--- src/rtl/mem_arbiter_pkg.sv ---
// Shared definitions for the memory-side arbiter and the caches that talk to it.
// Line width and address width defaults must match both caches.
package mem_arbiter_pkg;

    localparam int CACHE_LINE_WIDTH = 256;
    localparam int ADDR_WIDTH       = 16;

    typedef enum logic [1:0] {
        IDLE  = 2'd0,
        BUSY  = 2'd1,
        READY = 2'd2
    } arbState_t;

    typedef enum logic {
        OWNER_I = 1'b0,
        OWNER_D = 1'b1
    } owner_t;

endpackage

--- src/rtl/rr_arbiter2.sv ---
// Two-way round-robin grant between instruction and data caches.
// lastGrant starts at D so the instruction cache wins the first tie.
module rr_arbiter2
    import mem_arbiter_pkg::*;
(
    input  logic   clk,
    input  logic   reset,
    input  logic   reqI,
    input  logic   reqD,
    input  logic   update,
    output logic   grantValid,
    output owner_t grantOwner
);

    owner_t lastGrantReg;

    always_comb begin
        grantValid = reqI | reqD;
        grantOwner = OWNER_I;
        // D wins when alone, or on a tie when I had the previous grant.
        if (reqD && (!reqI || lastGrantReg == OWNER_I)) begin
            grantOwner = OWNER_D;
        end
    end

    always_ff @(posedge clk or negedge reset) begin
        if (!reset) begin
            lastGrantReg <= OWNER_D;
        end else if (update && grantValid) begin
            lastGrantReg <= grantOwner;
        end
    end

endmodule

--- src/rtl/mem_arbiter.sv ---
// Memory-side responder: arbitrates I/D cache misses and runs one fixed-latency
// memory transaction at a time, returning a one-cycle ready pulse to the owner.
module mem_arbiter
    import mem_arbiter_pkg::*;
#(
    parameter int cache_line_width = CACHE_LINE_WIDTH,
    parameter int addr_width       = ADDR_WIDTH,
    parameter int mem_latency      = 5,
    parameter int line_offset_bits = 4
) (
    input  logic                                   clk,
    input  logic                                   reset,
    input  logic                                   iPetition,
    input  logic [addr_width-1:0]                  iAddr,
    output logic                                   iServiceReady,
    input  logic                                   dPetition,
    input  logic [addr_width-1:0]                  dAddr,
    input  logic                                   dIsWrite,
    input  logic [cache_line_width-1:0]            dDataToMem,
    output logic                                   dServiceReady,
    output logic [cache_line_width-1:0]            dataReadFromMem,
    output logic [addr_width-line_offset_bits-1:0] memAddr,
    output logic                                   memRead,
    output logic                                   memWrite,
    output logic [cache_line_width-1:0]            memDataToMem,
    input  logic [cache_line_width-1:0]            memDataFromMem
);

    arbState_t  stateReg, stateNext;
    owner_t     ownerReg;
    owner_t     grantOwner;
    logic       grantValid;
    logic       accept;
    logic       isWriteReg;
    logic [3:0] counterReg;

    rr_arbiter2 u_rr (
        .clk        (clk),
        .reset      (reset),
        .reqI       (iPetition),
        .reqD       (dPetition),
        .update     (accept),
        .grantValid (grantValid),
        .grantOwner (grantOwner)
    );

    always_comb begin
        stateNext = stateReg;
        accept    = 1'b0;
        case (stateReg)
            IDLE: begin
                if (grantValid) begin
                    accept    = 1'b1;
                    stateNext = BUSY;
                end
            end
            BUSY: begin
                if (counterReg == 4'd0) begin
                    stateNext = READY;
                end
            end
            READY:   stateNext = IDLE;
            default: stateNext = IDLE;
        endcase
    end

    always_ff @(posedge clk or negedge reset) begin
        if (!reset) begin
            stateReg        <= IDLE;
            ownerReg        <= OWNER_I;
            isWriteReg      <= 1'b0;
            counterReg      <= 4'd0;
            memAddr         <= '0;
            memDataToMem    <= '0;
            dataReadFromMem <= '0;
        end else begin
            stateReg <= stateNext;
            if (accept) begin
                ownerReg     <= grantOwner;
                memAddr      <= (grantOwner == OWNER_D) ? dAddr[addr_width-1:line_offset_bits]
                                                        : iAddr[addr_width-1:line_offset_bits];
                isWriteReg   <= (grantOwner == OWNER_D) && dIsWrite;
                memDataToMem <= dDataToMem;
                counterReg   <= 4'(mem_latency - 1);
            end else if (stateReg == BUSY) begin
                if (counterReg == 4'd0) begin
                    // Memory data is only valid on the final busy cycle of a read.
                    if (!isWriteReg) begin
                        dataReadFromMem <= memDataFromMem;
                    end
                end else begin
                    counterReg <= counterReg - 4'd1;
                end
            end
        end
    end

    assign iServiceReady = (stateReg == READY) && (ownerReg == OWNER_I);
    assign dServiceReady = (stateReg == READY) && (ownerReg == OWNER_D);
    assign memRead       = (stateReg == BUSY) && !isWriteReg;
    assign memWrite      = (stateReg == READY) && isWriteReg;

endmodule

--- config.mk ---
export PLATFORM = sky130hd
export DESIGN_NAME = mem_arbiter
export DESIGN_NICKNAME = d
export VERILOG_FILES = /design/src/rtl/mem_arbiter_pkg.sv /design/src/rtl/rr_arbiter2.sv /design/src/rtl/mem_arbiter.sv
export SDC_FILE = /design/constraint.sdc
export NUM_CORES = 1
export LEC_CHECK = 0
export CORE_AREA = 2 2 423 425
export CTS_BUF_LIST = sky130_fd_sc_hd__clkbuf_4
export DETAILED_ROUTE_END_ITERATION = 6
export DIE_AREA = 0 0 425 427
export PLACE_DENSITY = 0.41
export SLEW_MARGIN = 30
export SYNTH_ARGS = -nofsm -noshare
export SYNTH_HDL_FRONTEND = slang
export SYNTH_SLANG_ARGS = --single-unit
export TNS_END_PERCENT = 20
--- constraint.sdc ---
create_clock -name clk -period 1.9 [get_ports clk]
set_input_delay 0.19 -clock clk [delete_from_list [all_inputs] [get_ports clk]]
set_output_delay 0.19 -clock clk [all_outputs]
set_load 0.005 [all_outputs]
==> results.cfg <==
[final_layout]
layout-area-overhead-vs-synth_pct = 117
final_cell_mix = dlygate4sd3_1, clkdlybuf4s50_1, dfrtp_1
final_common_cell = dlygate4sd3_1
final_layout_size_suffix_gt1_share_pct = 35.0
fin_area_mm2 = 0.0453
num-nets-final = 3950
instances_no_fill = 5889

[grt]
grt_antenna_before_repair = 23
gr-total-overflow = 0
track_usage_pct = 12.9
grt_pass1_vias = 21300
grt_max_degree = 63
grt_pass1_wl_mm = 164

[setup_path]
reg2reg_slack_ns = -0.07
path_max_fanout = 3
critical_path_required_ns = 1.71
critical_path_class = flip-flop to output pin
cp.arrival_ns = 2.12
reg2reg_to = dataReadFromMem[195]
r2r_cells = 7
endpoint = memWrite
r2r-start = counterReg[1]
crit_start = isWriteReg
start_kind = flip-flop
crit_path_end_kind = output pin

[synthesis]
synthCells = 1179
synth_ff_type = dfrtp_1
syn_area_per_cell_um2 = 17.7
synth_area_mm2 = 0.0209
ys_ff_latch = 533
synth-edff-count = 0
syn-num-nets = 1729
seq_area_frac_synth_pct = 63.9
synth_cell_type_count = 33
yosysWarnings = 0
async_flop_share_pct = 100

[clock_network]
cts_buffers = 166
clock-sinks = 533
cts_root_buffer = clkbuf_4
clockBufferDepth = 3
clk_pin_slew_ns = 0.07
cts_htree_levels = 4
insertion_delay_ns = 1.22
cts_tree = yes

[floorplanning]
die-area_mm2 = 0.181
io_pins = 1077
row_count = 155
die_y_um = 427
core-area_mm2 = 0.177
die_width_um = 425
start_util_pct = 11.8

[timing]
finalSetupViolations = 324
finalClockSkew_ns = 0.0897
finalCriticalPeriod_ns = 2.31
hold_viol_final = 0
final_max_slew_viol_count = 0
max_slew_margin_pct = 55.5
rsz0062_at_grt = true
fin_crit_sh_pct = 122
worst_slack_ns = -0.415
fmax_ghz = 0.432
holdWs_ns = 0.171
tightest_slew_ns = 0.668

[placed_design]
place_ws_ns = -0.187
portBuffers = 1068
gp_congestion = 0.839
dp_hpwl_mm = 94.3
place_area_mm2 = 0.0352
placedCellCount = 4643

[power]
p_leak_nw = 20.0
powerDensity_mw_per_mm2 = 1400
ir_worst_vdd_uv = 525

[outcome]
violations = negative setup slack
outcome = complete, but fails checks

[routing]
drt_wl_total_mm = 120
first_pass_iters = 4
ant_nets = 0
wl_per_cell_um = 20.4
viasPerCell = 3.27
drc = 0
via_count = 19300
drt-initial-drc-count = 690

[hold_path]
hold_depth = 3
hold_class = input port to flip-flop

[flow_run]
drv_cap = 0
## stage by stage
| stage | total power [mW] | setup TNS, ns | util (%) |
|---|---|---|---|
| after floorplan | 31.4 | 0 | - |
| after global placement | 52.2 | -40.65 | 19.9 |
| after detailed placement | 52.2 | -30.49 | 19.9 |
| after CTS | 67.1 | -264.48 | 26.1 |
| after global routing | 67.7 | -160.15 | 25.6 |
| final | 63.7 | -24.72 | 25.6 |
## cells in the mapped netlist (all sizes together) (2+ instances only)
library cell / n / area share [%]
clkbuf: 3 / 0.054
mux2i: 13 / 0.62
nor3b: 2 / 0.072
or2: 2 / 0.072
o21ai: 30 / 0.72
and3b: 2 / 0.084
dfrtp: 532 / 64
buf: 57 / 2.5
nor2: 5 / 0.13
inv: 3 / 0.054
mux2: 512 / 31
or3: 2 / 0.060
a21oi: 3 / 0.072
nand2: 2 / 0.048
## metal layers
metal  vias to the layer above  track usage [%]  share of wire, %
met5                         -                0             0.011
met4                         2             4.02               2.2
met3                       161             4.48               7.3
met2                       643             21.6                49
met1                      9691             15.3                41
li1                       8759                -                 -
## sequential cells by signal (all words and copies together) (netlist names)
name and count:
counterReg 4, dataReadFromMem 256, isWriteReg 1, memAddr 12, memDataToMem 256, ownerReg 1
stateReg 2, u_rr.lastGrantReg 1
## kinds of logic (layout without fill, tap and decap cells)
group,count (synthesis),in the layout,synth area share [%]
mux,525,525,31.8
fa+ha+maj,1,1,0.0599
compound gates,37,37,0.965
flops,533,533,63.9
simple gates,20,20,0.635
buf+inv,63,2400,2.58
other cells,0,18,0
## cell type report
class,count,area [um2]
flip-flops and latches,533,13400
clock buffers,242,1820
clock inverters,42,275
repair buffers,2113,19800
multi-input cells,583,7030
inverters,3,11.3
fillers,18800,132000
well taps,2355,2950
diodes,18,45.0
## where the power goes
part / internal, mW / total, mW / switching [mW]
clock: 6.12 / 11.9 / 5.79
sequential: 17.5 / 22.3 / 4.85
combinational: 17.7 / 29.4 / 11.7
## worst max-delay path, stage by stage (launching register included)
cell and delay [ns]:
dfrtp_1 0.39, buf_6 0.13, and3b_2 0.25, buf_12 0.14
## how the worst min path moves through the flow
stage | start | endpoint
2_1_floorplan | reset | counterReg[0]
3_3_place_gp | reset | memDataToMem[124]
3_5_place_dp | reset | memDataToMem[124]
4_1_cts | memDataFromMem[47] | dataReadFromMem[47]
5_1_grt | dDataToMem[113] | memDataToMem[113]
6_report | memDataFromMem[223] | dataReadFromMem[223]
## repair_timing
action / CTS / global route
setup endpoints to repair: 743 / 761
hold endpoints to repair: 1064 / 0
gates resized for setup: 1008 / 696
hold buffers: 873 / 0
pin swaps: 1 / 1
setup buffers: 18 / 53
Note: power is estimated with default switching activity, not from simulation.
